<file path="src/rtl/vg2_act_pkg.sv">
`default_nettype none
// ============================================================================
// Module   : vg2_act_pkg (package)
// Purpose  : Shared types and constants for the vg2 activity monitor.
//            - state_t        : monitor FSM states (IDLE, RUN, HOLD)
//            - *_DEF          : default WIDTH / CNT_W / WIN_W values
//            - tot_width()    : width of the saturating total-toggle counter
// Config   : none (VG2_ACT_PERBIT_EN is consumed by vg2_activity_monitor)
// Revision : 1.0 - initial release
// ============================================================================
package vg2_act_pkg;

  typedef enum logic [1:0] {
    IDLE = 2'd0,
    RUN  = 2'd1,
    HOLD = 2'd2
  } state_t;

  localparam int WIDTH_DEF = 8;
  localparam int CNT_W_DEF = 16;
  localparam int WIN_W_DEF = 16;

  // The total can reach WIDTH times a per-bit count, so it needs
  // log2(WIDTH) extra bits over a single per-bit counter.
  function automatic int tot_width(input int width, input int cnt_w);
    return cnt_w + $clog2(width);
  endfunction

endpackage
`default_nettype wire

</file>
<file path="src/rtl/vg2_popcount.sv">
`default_nettype none
// ============================================================================
// Module   : vg2_popcount
// Purpose  : Combinational population count of a WIDTH-bit vector.
// Ports    : bits_i  [WIDTH-1:0] - vector to count
//            count_o [OUT_W-1:0] - number of set bits in bits_i
// Config   : none
// Revision : 1.0 - initial release
// ============================================================================
module vg2_popcount #(
  parameter int WIDTH = 8,
  parameter int OUT_W = $clog2(WIDTH + 1)
) (
  input  logic [WIDTH-1:0] bits_i,
  output logic [OUT_W-1:0] count_o
);

  logic [OUT_W-1:0] w_acc;

  always_comb begin
    w_acc = '0;
    for (int i = 0; i < WIDTH; i++) begin
      w_acc = w_acc + OUT_W'(bits_i[i]);
    end
  end

  assign count_o = w_acc;

endmodule
`default_nettype wire

</file>
<file path="src/rtl/vg2_activity_monitor.sv">
`default_nettype none
// ============================================================================
// Module   : vg2_activity_monitor
// Purpose  : Registers the vg2 result vector and measures its switching
//            activity over a programmable window of valid samples. Per-bit
//            and total toggle counts are reported through a valid/ready
//            handshake and serve as a power proxy.
// Ports    : clk, rst            - clock, asynchronous active-high reset
//            in_valid, in_data   - new vg2 result this cycle
//            start, win_len      - begin a window of win_len samples (IDLE)
//            busy                - window in progress
//            q_data              - registered copy of last valid in_data
//            out_valid/out_ready - result handshake
//            out_bit_cnt         - per-bit toggle counts, bit i at
//                                  [i*CNT_W +: CNT_W]
//            out_total           - saturating sum of all toggles
// Config   : VG2_ACT_PERBIT_EN - when defined, per-bit counters are built
//            and drive out_bit_cnt; otherwise out_bit_cnt is tied to 0.
// Revision : 1.0 - initial release
// ============================================================================
module vg2_activity_monitor
  import vg2_act_pkg::*;
#(
  parameter int WIDTH = WIDTH_DEF,
  parameter int CNT_W = CNT_W_DEF,
  parameter int WIN_W = WIN_W_DEF
) (
  input  logic                                clk,
  input  logic                                rst,
  input  logic                                in_valid,
  input  logic [WIDTH-1:0]                    in_data,
  input  logic                                start,
  input  logic [WIN_W-1:0]                    win_len,
  output logic                                busy,
  output logic [WIDTH-1:0]                    q_data,
  output logic                                out_valid,
  input  logic                                out_ready,
  output logic [WIDTH*CNT_W-1:0]              out_bit_cnt,
  output logic [tot_width(WIDTH, CNT_W)-1:0]  out_total
);

  localparam int TOT_W = tot_width(WIDTH, CNT_W);
  localparam int POP_W = $clog2(WIDTH + 1);
  // One spare bit so a carry out of the total flags saturation.
  localparam int SUM_W = TOT_W + 1;
  localparam logic [TOT_W-1:0] TOT_MAX = '1;

  state_t             state_q, state_d;
  logic [WIDTH-1:0]   q_data_q;
  logic [WIN_W-1:0]   remaining_q;
  logic [TOT_W-1:0]   total_q;

  logic               w_accept;   // accepted start: load window, clear counts
  logic               w_score;    // sample counted in the current window
  logic               w_last;     // this sample completes the window
  logic [WIDTH-1:0]   w_toggle;
  logic [POP_W-1:0]   w_pop;
  logic [SUM_W-1:0]   w_sum;
  logic [TOT_W-1:0]   w_total_next;

  // --------------------------------------------------------------------------
  // Capture register: runs in every state, independent of the FSM.
  // --------------------------------------------------------------------------
  always_ff @(posedge clk or posedge rst) begin
    if (rst) begin
      q_data_q <= '0;
    end else if (in_valid) begin
      q_data_q <= in_data;
    end
  end

  assign q_data   = q_data_q;
  // Compared against the pre-update register, so the first sample of a
  // window sees whatever was captured before it (0 after reset).
  assign w_toggle = in_data ^ q_data_q;

  // --------------------------------------------------------------------------
  // FSM
  // --------------------------------------------------------------------------
  always_ff @(posedge clk or posedge rst) begin
    if (rst) begin
      state_q <= IDLE;
    end else begin
      state_q <= state_d;
    end
  end

  assign w_last = (remaining_q == WIN_W'(1));

  always_comb begin
    state_d  = state_q;
    w_accept = 1'b0;
    w_score  = 1'b0;
    case (state_q)
      IDLE: begin
        if (start && (win_len != '0)) begin
          w_accept = 1'b1;
          state_d  = RUN;
        end
      end
      RUN: begin
        if (in_valid) begin
          w_score = 1'b1;
          if (w_last) begin
            state_d = HOLD;
          end
        end
      end
      HOLD: begin
        // A start arriving with out_ready is dropped; IDLE must see it again.
        if (out_ready) begin
          state_d = IDLE;
        end
      end
      default: begin
        state_d = IDLE;
      end
    endcase
  end

  assign busy      = (state_q == RUN);
  assign out_valid = (state_q == HOLD);

  // --------------------------------------------------------------------------
  // Window length counter
  // --------------------------------------------------------------------------
  always_ff @(posedge clk or posedge rst) begin
    if (rst) begin
      remaining_q <= '0;
    end else if (w_accept) begin
      remaining_q <= win_len;
    end else if (w_score) begin
      remaining_q <= remaining_q - WIN_W'(1);
    end
  end

  // --------------------------------------------------------------------------
  // Total toggle counter (saturating)
  // --------------------------------------------------------------------------
  vg2_popcount #(
    .WIDTH (WIDTH),
    .OUT_W (POP_W)
  ) u_popcount (
    .bits_i  (w_toggle),
    .count_o (w_pop)
  );

  always_comb begin
    w_sum        = SUM_W'(total_q) + SUM_W'(w_pop);
    w_total_next = w_sum[TOT_W-1:0];
    if (w_sum[SUM_W-1]) begin
      w_total_next = TOT_MAX;
    end
  end

  always_ff @(posedge clk or posedge rst) begin
    if (rst) begin
      total_q <= '0;
    end else if (w_accept) begin
      total_q <= '0;
    end else if (w_score) begin
      total_q <= w_total_next;
    end
  end

  assign out_total = total_q;

  // --------------------------------------------------------------------------
  // Per-bit toggle counters (optional)
  // --------------------------------------------------------------------------
`ifdef VG2_ACT_PERBIT_EN
  localparam logic [CNT_W-1:0] CNT_MAX = '1;

  for (genvar gi = 0; gi < WIDTH; gi++) begin : g_bit_cnt
    logic [CNT_W-1:0] cnt_q;

    always_ff @(posedge clk or posedge rst) begin
      if (rst) begin
        cnt_q <= '0;
      end else if (w_accept) begin
        cnt_q <= '0;
      end else if (w_score && w_toggle[gi] && (cnt_q != CNT_MAX)) begin
        cnt_q <= cnt_q + CNT_W'(1);
      end
    end

    assign out_bit_cnt[gi*CNT_W +: CNT_W] = cnt_q;
  end
`else
  assign out_bit_cnt = '0;
`endif

endmodule
`default_nettype wire

</file>
<file path="config.mk">
export PLATFORM = sky130hd
export DESIGN_NAME = vg2_activity_monitor
export DESIGN_NICKNAME = d
export VERILOG_FILES = /design/src/rtl/vg2_act_pkg.sv /design/src/rtl/vg2_popcount.sv /design/src/rtl/vg2_activity_monitor.sv
export SDC_FILE = /design/constraint.sdc
export NUM_CORES = 1
export LEC_CHECK = 0
export ABC_AREA = 1
export CORE_MARGIN = 2
export CORE_UTILIZATION = 39
export DETAILED_ROUTE_END_ITERATION = 8
export PLACE_DENSITY = 0.8
export SLEW_MARGIN = 10
export SYNTH_ARGS = -nofsm -noshare
export SYNTH_HDL_FRONTEND = slang
export SYNTH_SLANG_ARGS = --single-unit
</file>
<file path="constraint.sdc">
create_clock -name clk -period 4.2 [get_ports clk]
set_input_delay 0.84 -clock clk [delete_from_list [all_inputs] [get_ports clk]]
set_output_delay 0.84 -clock clk [all_outputs]
set_load 0.01 [all_outputs]
</file>
==> impl_metrics.py, run 1 <==
metrics = {
    "cts": {
        "htreeDepth": 2,
        "ctsHoldBuffers": 0,
        "clk_latency_ns": 0.30,
        "cts_tree": "done",
        "clk_path_buf_depth": 2,
        "clk_pin_slew_ns": 0.10,
        "cts_buffers": 5,
        "cts-root-buf": "clkbuf_8",
        "cts.sinks": 45,
    },
    "setup_path": {
        "max_stage_delay_ns": 0.50,
        "crit_top_cell": "nand2_1",
        "endpoint_kind": "register",
        "reg2reg_from": "q_data[1]",
        "critPathSlowestCell": "fa_1",
        "critPathMaxFanout": 6,
        "startpoint_type": "input pin",
        "reg2reg_to": "out_total[14]",
        "reg2reg_slack_ns": 0.22,
        "arrival_ns": 4.39,
        "cp_data_required_time_ns": 4.39,
        "path_buf_inv": 2,
        "crit_chain": "buf_6 -> xor2_1 -> ha_1 -> fa_1 -> inv_2 -> fa_1 -> fa_2 -> fa_2 -> xnor2_4 -> ha_4 -> nand2_2 -> nor2_4 -> nand2_2 -> nand2_2 -> nand2_1 -> nand2_1 -> nand2_1 -> o21ai_1 -> nand2_1",
        "crit_family": "adder cells",
        "reg2reg_depth": 18,
        "setup.worst_path.class": "in2reg",
    },
    "timing": {
        "whs_ns": 0.5182,
        "min_period_ns": 4.206,
        "tns_ns": -0.01429,
        "max_slew.worst_pin.slew_ns": 0.5891,
        "rsz0062_at_grt": "yes",
        "timing.final.ws_setup_ns": -0.006422,
        "hold_viol": 0,
        "slew_headroom": 0.6073,
        "setup_viol": 4,
        "fin_crit_sh": 1.002,
        "clock_skew_ns": 0.01181,
        "slew_viol_final": 0,
        "fmax_ghz": 0.2377,
    },
    "final_layout": {
        "drive_above_1_share": 0.1300,
        "final_cell_mix": "nand2_1, conb_1, nand3_1, clkdlybuf4s50_1, inv_1",
        "fin_nets": 711,
        "areaGrowthSynthToFinish_pct": 14.61,
        "insertedDiodeCount": 0,
        "fillers": 1107,
        "seq_area_um2": 1126,
        "final_common_cell": "nand2_1",
        "multi_input_area_um2": 2564,
    },
    "logic_synthesis": {
        "synth-seq-cells": 45,
        "syn_area_um2": 4274,
        "ys_types": 34,
        "synth_area_per_cell_um2": 7.159,
        "synthTopCellsByArea": "dfrtp_1, buf_4, nand2_1, nand3_1, inv_1",
        "yosysTopAreaCellShare": 0.2635,
        "yosysTopAreaCell": "dfrtp_1",
        "ys_seq_area_frac": 0.2635,
        "yosys_warnings": 0,
        "syn_inst": 597,
    },
    "pwr": {
        "leakage_nw": 2.518,
        "powerDensity_nw_per_um2": 487.9,
        "ir_worst_vdd_mv": 0.3407,
    },
    "detailed_routing": {
        "detail-route-antenna-nets": 0,
        "drt-met1-wl_um": 3860,
        "drc_errors": 0,
        "initialDrtViolationCount": 166,
        "drt-wirelength-per-cell_um": 10.75,
        "wl_met2_um": 4182,
        "route.met3.wl_um": 568,
        "vias": 3511,
        "topRoutingLayerUsed": "met4",
        "first_pass_iters": 4,
        "wl_um": 8698,
        "routed_via_density": 4.340,
    },
    "floorplan": {
        "start_util": 0.3978,
        "io_pins": 186,
        "die_x_um": 108.7,
        "num_rows": 38,
        "core-area_um2": 10750,
        "die_area_um2": 11810,
        "dieHeight_um": 108.7,
    },
    "hold_path": {
        "hold_depth": 2,
        "min-delay-start": "out_total[3]",
        "hp-class": "reg2reg",
        "hold_end": "out_total[3]",
    },
    "placement": {
        "gp_congestion": 0.8849,
        "post-dp-hpwl_um": 6564,
        "port_buffers": 57,
    },
    "global_route": {
        "first_global_vias": 3139,
        "grt_max_degree": 46,
        "grt.total_usage": 0.1501,
        "antenna_found_initial": 0,
        "grt_overflow": 0,
        "grt_pass1_wl_um": 14240,
    },
    "flow_run": {
        "drv_cap": 0,
    },
    "status": {
        "violations": "negative setup slack",
        "status": "finished with violations",
    },
}
kinds of logic after synthesis:
group,synth area share
DFF,0.2635
muxes,0.02108
and+or+nand+nor,0.3003
AOI/OAI and AO/OA,0.03835
buffers and inverters,0.2892
adders and majority gates,0.04977
other,0.0008774
xor gates and xnor gates,0.03688
metal layers:
| layer | track usage | vias to the layer above |
|---|---|---|
| met4 | 0.03755 | 0 |
| met2 | 0.2478 | 132 |
| met1 | 0.2051 | 1612 |
| li1 | - | 1758 |
| met3 | 0.02510 | 9 |
| met5 | 0 | - |
state kept, by name (all words and copies together) (netlist names):
register and count:
out_total 19, remaining_q 16, q_data 8, state_q 2
worst min-delay path: stages (launching register included):
cell and delay, ns:
dfrtp_1 0.38, nand2_1 0.06, nand2_1 0.05
power by group:
part / leakage, nW / switching (W) / internal (W)
registers: 0.578 / 0.000110 / 0.000542
clock network: 0.0574 / 0.000161 / 0.000194
logic: 1.88 / 0.000802 / 0.000581
synthesized netlist by cell type:
library cell and instances:
a21o_1 1, a21oi_1 2, a21oi_2 2, and2_1 3, buf_2 6, buf_4 129, buf_6 1, clkinv_4 1
conb_1 1, dfrtp_1 45, fa_1 5, ha_1 9, inv_1 55, inv_2 3, mux2_2 8, nand2_1 151
nand2_2 5, nand2_4 2, nand3_1 63, nand3_2 1, nand3_4 1, nand3b_1 4, nand4_1 7, nor2_1 37
nor2_2 9, nor2_4 1, nor3_1 3, o211ai_1 4, o21ai_0 8, o21ai_1 10, o21ai_2 1, or2_0 1
xnor2_1 8, xor2_1 10
how the worst max path moves through the flow:
stage / startpoint / end / slack, ns / depth (start not counted)
after global routing: in_data[1] / out_total[14] / -0.18 / 19
after detailed placement: in_data[0] / out_total[16] / -0.75 / 16
after global placement: in_data[0] / out_total[17] / -0.68 / 19
after CTS: in_data[0] / out_total[16] / -0.04 / 16
final: in_data[1] / out_total[14] / -0.006 / 19
after floorplan: in_data[1] / out_total[5] / -0.06 / 16
layout make-up:
cell class                 instances  area share
clock buffer                       6     0.01686
clock inverter                     2    0.007663
inverter                          59     0.04623
multi-input combinational        485      0.5234
sequential                        45      0.2299
tap                              140     0.03576
timing repair buffer              72      0.1402
stage by stage:
step | cells | setup slack [ns] | total power (W) | utilization | instance area [um^2]
CTS | 808 | -0.04225 | 0.002357 | 0.4516 | 4852
global route | 809 | -0.1813 | 0.002611 | 0.4559 | 4898
floorplan | 724 | -0.05931 | 0.001623 | - | 4811
global placement | 797 | -0.6776 | 0.001840 | 0.4315 | 4637
detailed placement | 797 | -0.7450 | 0.001874 | 0.4315 | 4637
finish | 809 | -0.006422 | 0.002390 | 0.4559 | 4898
repair_timing:
item | CTS | global route
endpoints found under the setup margin | 19 | 19
setup buffers | 2 | 1
resized for setup | 27 | 8
pin swaps | 27 | 12
gates cloned | 1 | 0
No activity file was read; power rests on OpenSTA's default activity.
==> inputs of run 2 (changes only) <==
--- a/config.mk
+++ b/config.mk
@@ -8,2 +8,3 @@
 export ABC_AREA = 1
+export CORE_ASPECT_RATIO = 0.9
 export CORE_MARGIN = 2
==> constraint.sdc (replaced) <==
create_clock -name clk -period 4.2 [get_ports clk]
set_input_delay 0.42 -clock clk [delete_from_list [all_inputs] [get_ports clk]]
set_output_delay 0.42 -clock clk [all_outputs]
set_load 0.01 [all_outputs]
==> impl_metrics.py, run 2 (synthesized netlist as in run 1, its figures left out) <==
metrics = {
    "cts": {
        "cts-root-buf": "clkbuf_16",
        "clk_pin_slew_ns": 0.06,
        "postCtsSetupBuffers": 0,
        "ctsHoldBuffers": 0,
        "htreeDepth": 2,
        "cts_tree": "done",
        "clk_path_buf_depth": 2,
        "cts.sinks": 45,
        "clk_latency_ns": 0.28,
        "cts_buffers": 5,
    },
    "status": {
        "status": "completed",
    },
    "timing": {
        "setup_viol": 0,
        "fin_crit_sh": 0.9709,
        "slew_viol_final": 0,
        "fmax_ghz": 0.2452,
        "max_slew.worst_pin.slew_ns": 0.6057,
        "min_period_ns": 4.078,
        "clock_skew_ns": 0.005474,
        "timing.final.ws_setup_ns": 0.1221,
        "slew_headroom": 0.5962,
        "hold_viol": 0,
    },
    "floorplan": {
        "die_area_um2": 11810,
        "core-area_um2": 10770,
        "num_rows": 36,
        "io_pins": 186,
        "die_x_um": 114.4,
        "dieHeight_um": 103.3,
        "start_util": 0.3970,
    },
    "final_layout": {
        "insertedDiodeCount": 0,
        "largest_reg_flops": 19,
        "drive_above_1_share": 0.1205,
        "fin_util": 0.4527,
        "final_common_cell": "nand2_1",
        "areaGrowthSynthToFinish_pct": 14.02,
        "stdcell_count": 805,
        "final_cell_mix": "nand2_1, conb_1, nand3_1, clkdlybuf4s50_1, inv_1",
        "fin_nets": 714,
        "fillers": 1125,
    },
    "setup_path": {
        "setup.worst_path.class": "in2reg",
        "crit_family": "adder cells",
        "max_stage_delay_ns": 0.57,
        "critPathSlowestCell": "fa_2",
        "crit_top_cell": "nand2_1",
        "startpoint_type": "input pin",
        "endpoint_kind": "register",
        "crit_chain": "dlygate4sd2_1 -> xor2_1 -> ha_1 -> fa_1 -> inv_1 -> fa_1 -> fa_2 -> fa_2 -> inv_2 -> ha_4 -> nand3_2 -> nand3_4 -> buf_6 -> nand2_1 -> nand2_1 -> nand2_1 -> a21oi_2 -> o21ai_2",
        "arrival_ns": 4.24,
        "cp_data_required_time_ns": 4.36,
        "critPathMaxFanout": 4,
        "path_buf_inv": 4,
    },
    "placement": {
        "dp_cells": 796,
        "post-dp-hpwl_um": 6626,
        "gp_congestion": 0.8687,
        "place_ws_ns": -0.5509,
        "port_buffers": 57,
    },
    "detailed_routing": {
        "vias": 3509,
        "first_pass_iters": 4,
        "drc_errors": 0,
        "routed_via_density": 4.359,
        "wl_um": 8802,
        "initialDrtViolationCount": 160,
        "detail-route-antenna-nets": 0,
        "drt-wirelength-per-cell_um": 10.93,
    },
    "pwr": {
        "power_w": 0.002362,
        "p_clk_frac": 0.164,
        "p_sw_frac": 0.4416,
        "ir_worst_vdd_mv": 0.2791,
        "powerDensity_nw_per_um2": 484.7,
        "pwr-share-seq": 0.277,
        "p_switching_w": 0.001043,
        "p_int_w": 0.001319,
        "leakage_nw": 2.536,
        "combPwrFrac": 0.560,
    },
    "global_route": {
        "grt_overflow": 0,
        "first_global_vias": 3001,
        "grt_pass1_wl_um": 14000,
        "grt_max_degree": 46,
        "grt.total_usage": 0.1459,
        "antenna_found_initial": 0,
    },
    "flow_run": {
        "drv_cap": 0,
    },
    "hold_path": {
        "hp-class": "reg2reg",
    },
}
run 2: repair_timing:
| action | CTS | global route |
|---|---|---|
| endpoints found under the setup margin | 19 | 19 |
| gates resized for setup | 12 | 19 |
| pin swaps | 12 | 13 |
| cloned | 1 | 0 |
run 2: path summary, 6_finish.rpt:
path	startpoint	to	slack (ns)	depth (start not counted)
worst max-delay path	in_data[0]	out_total[7]	0.12	18
worst min-delay path	out_total[3]	out_total[3]	0.51	2
worst max register to register	q_data[0]	out_total[7]	0.14	17
worst min register to register	out_total[3]	out_total[3]	0.51	2
max in group asynchronous	rst	out_total[3]	3.19	3
min in group asynchronous	rst	state_q[0]	0.60	3
run 2: layout make-up:
cell class	instances	area, um^2	share of cell area
flip-flops and latches	45	1126	0.2311
inverters	59	226.5	0.04647
clock inverters	1	7.507	0.001540
multi-input cells	485	2504	0.5137
clock buffers	7	132.6	0.02721
repair buffers	75	710.7	0.1458
well taps	133	166.4	0.03415
run 2: power groups by stage:
stage	clock network, W	logic (W)	registers (W)
2_1_floorplan	0	0.000926	0.000644
3_3_place_gp	0	0.00116	0.000652
3_5_place_dp	0	0.00118	0.000654
4_1_cts	0.000397	0.00121	0.000647
5_1_grt	0.000419	0.00150	0.000673
6_report	0.000386	0.00132	0.000654
run 2: routing by layer:
| layer | share of wire | vias up | GRT usage |
|---|---|---|---|
| li1 | - | 1770 | - |
| met1 | 0.47 | 1610 | 0.2012 |
| met2 | 0.47 | 123 | 0.2427 |
| met3 | 0.061 | 6 | 0.03147 |
| met4 | 0.0039 | 0 | 0.02158 |
| met5 | 0 | - | 0 |
run 2: worst min-delay path, delay by kind of cell (launching register included):
family | cells | cell delay (ns)
and+or+nand+nor | 2 | 0.11
DFF | 1 | 0.37
run 2: metrics by stage:
| step | hold WS [ns] | setup TNS [ns] | area [um^2] |
|---|---|---|---|
| finish | 0.5064 | 0 | 4873 |
| global route | 0.5437 | -0.2150 | 4873 |
| CTS | 0.5206 | 0 | 4792 |
| detailed placement | 0.5047 | -9.896 | 4613 |
| global placement | 0.5010 | -8.514 | 4613 |
| floorplan | 0.4913 | 0 | 4751 |
==> inputs of run 3 (changes only) <==
- CELL_PAD_IN_SITES_DETAIL_PLACEMENT: unset -> 1
- CELL_PAD_IN_SITES_GLOBAL_PLACEMENT: unset -> 1
- CORE_UTILIZATION: 39 -> 27
- PLACE_DENSITY: 0.8 -> 0.81
==> impl_metrics.py, run 3 (synthesized netlist as in run 1, its figures left out) <==
metrics = {
    "status": {
        "status": "completed",
    },
    "final_layout": {
        "final_cell_mix": "nand2_1, conb_1, clkdlybuf4s50_1, nand3_1, inv_1",
        "insertedDiodeCount": 0,
        "fin_nets": 715,
        "fin_util": 0.3263,
        "largest_reg_flops": 19,
        "drive_above_1_share": 0.1293,
        "final_common_cell": "nand2_1",
        "areaGrowthSynthToFinish_pct": 17.89,
    },
    "detailed_routing": {
        "vias": 3582,
        "drt-wirelength-per-cell_um": 12.68,
        "routed_via_density": 4.094,
        "drc_errors": 0,
        "detail-route-antenna-nets": 0,
        "initialDrtViolationCount": 108,
        "first_pass_iters": 4,
        "wl_um": 11090,
    },
    "cts": {
        "cts-root-buf": "clkbuf_16",
        "clk_path_buf_depth": 2,
        "cts_buffers": 5,
        "cts.sinks": 45,
        "cts_tree": "done",
        "clk_pin_slew_ns": 0.06,
        "htreeDepth": 2,
        "clk_latency_ns": 0.30,
    },
    "hold_path": {
        "hold_depth": 2,
        "hold_end": "out_total[3]",
        "min-delay-start": "out_total[3]",
        "hp-class": "reg2reg",
    },
    "timing": {
        "whs_ns": 0.5118,
        "hold_viol": 0,
        "slew_headroom": 0.5729,
        "clock_skew_ns": 0.006663,
        "fmax_ghz": 0.2458,
        "min_period_ns": 4.068,
        "tns_ns": 0,
        "setup_viol": 0,
        "fin_crit_sh": 0.9687,
        "max_slew.worst_pin.slew_ns": 0.6407,
        "slew_viol_final": 0,
    },
    "global_route": {
        "first_global_vias": 3592,
        "grt_pass1_wl_um": 17710,
        "grt_overflow": 0,
        "grt.total_usage": 0.1339,
        "antenna_found_initial": 0,
        "grt_max_degree": 46,
    },
    "floorplan": {
        "num_rows": 43,
        "core-area_um2": 15440,
        "io_pins": 186,
        "die_area_um2": 16850,
        "dieHeight_um": 123.4,
        "die_x_um": 136.6,
        "start_util": 0.2768,
    },
    "setup_path": {
        "reg2reg_slack_ns": 0.14,
        "startpoint_type": "input pin",
        "setup.worst_path.class": "in2reg",
        "path_buf_inv": 5,
        "reg2reg_depth": 19,
        "crit_family": "adder cells",
        "crit_chain": "dlygate4sd2_1 -> xor2_1 -> ha_1 -> fa_1 -> inv_1 -> fa_1 -> fa_2 -> fa_2 -> buf_4 -> fa_2 -> inv_2 -> nand3_1 -> nand3_2 -> nand2_2 -> inv_1 -> nand2_1 -> nand2_1 -> nand3_1 -> nand2_1 -> nand2_1",
        "cp_data_required_time_ns": 4.38,
        "arrival_ns": 4.25,
        "crit_top_cell": "nand2_1",
        "reg2reg_to": "out_total[16]",
        "max_stage_delay_ns": 0.50,
        "endpoint_kind": "register",
        "critPathSlowestCell": "fa_1",
        "reg2reg_from": "q_data[0]",
        "critPathMaxFanout": 3,
    },
    "pwr": {
        "powerDensity_nw_per_um2": 506.1,
        "ir_worst_vdd_mv": 0.1856,
        "leakage_nw": 2.562,
    },
    "placement": {
        "gp_congestion": 0.8269,
        "port_buffers": 57,
        "post-dp-hpwl_um": 8452,
    },
    "flow_run": {
        "drv_cap": 0,
    },
}
-- run 3: cell types whose count changed in the layout (fill, tap and decap cells not counted), sizes merged --
| cell | before | now |
|---|---|---|
| nand2 | 159 | 158 |
| clkinvlp | 1 | 0 |
| buf | 18 | 20 |
| clkbuf | 7 | 5 |
| bufinv | 0 | 2 |
| clkinv | 2 | 3 |
-- run 3: worst max path at each step --
stage / start / end / slack (ns) / cells past startpoint
finish: in_data[0] / out_total[16] / 0.13 / 20
global route: q_data[0] / out_total[16] / -0.03 / 19
CTS: q_data[1] / out_total[9] / 0.06 / 18
detailed placement: in_data[0] / out_total[9] / -0.65 / 17
global placement: in_data[0] / out_total[17] / -0.55 / 17
floorplan: q_data[0] / out_total[11] / 0.06 / 15
-- run 3: area by class of cell --
type	count	area (um^2)
clock buffer	5	125.1
clock inverter	3	65.06
fill	1945	10400
inverter	59	226.5
multi-input combinational	484	2521
sequential	45	1126
tap	202	252.7
timing repair buffer	77	721.9
-- run 3: repair_timing --
item	in CTS	in global routing
buffers inserted	2	2
gates resized for setup	14	20
hold buffers	0	0
pin swaps	15	15
endpoints found under the setup margin	19	16
-- run 3: power by group --
part           internal [W]  total [W]  switching, W
logic              0.000568    0.00136      0.000796
clock network      0.000341   0.000531      0.000190
registers          0.000543   0.000656      0.000113
total               0.00145    0.00255       0.00110
-- run 3: per-stage QoR --
stage | cell area, um^2 | total power, W | instances | setup WS (ns)
2_1_floorplan | 4751 | 0.001569 | 724 | 0.06220
3_3_place_gp | 4684 | 0.001821 | 863 | -0.5479
3_5_place_dp | 4684 | 0.001870 | 863 | -0.6505
4_1_cts | 4936 | 0.002472 | 873 | 0.06436
5_1_grt | 5039 | 0.002787 | 875 | -0.02919
6_report | 5039 | 0.002550 | 875 | 0.1316
-- run 3: tightest hold or removal path, cell delays in order (launching register included) --
cell,delay [ns]
dfrtp_1,0.37
nand2_1,0.06
nand2_1,0.05
-- run 3: layer usage --
metal	share of wire	wire, um	vias up	GRT usage
li1	-	-	1779	-
met1	0.46	5080	1692	0.1726
met2	0.48	5347	99	0.2294
met3	0.047	522	12	0.02583
met4	0.013	144	0	0.03516
met5	0	0	-	0
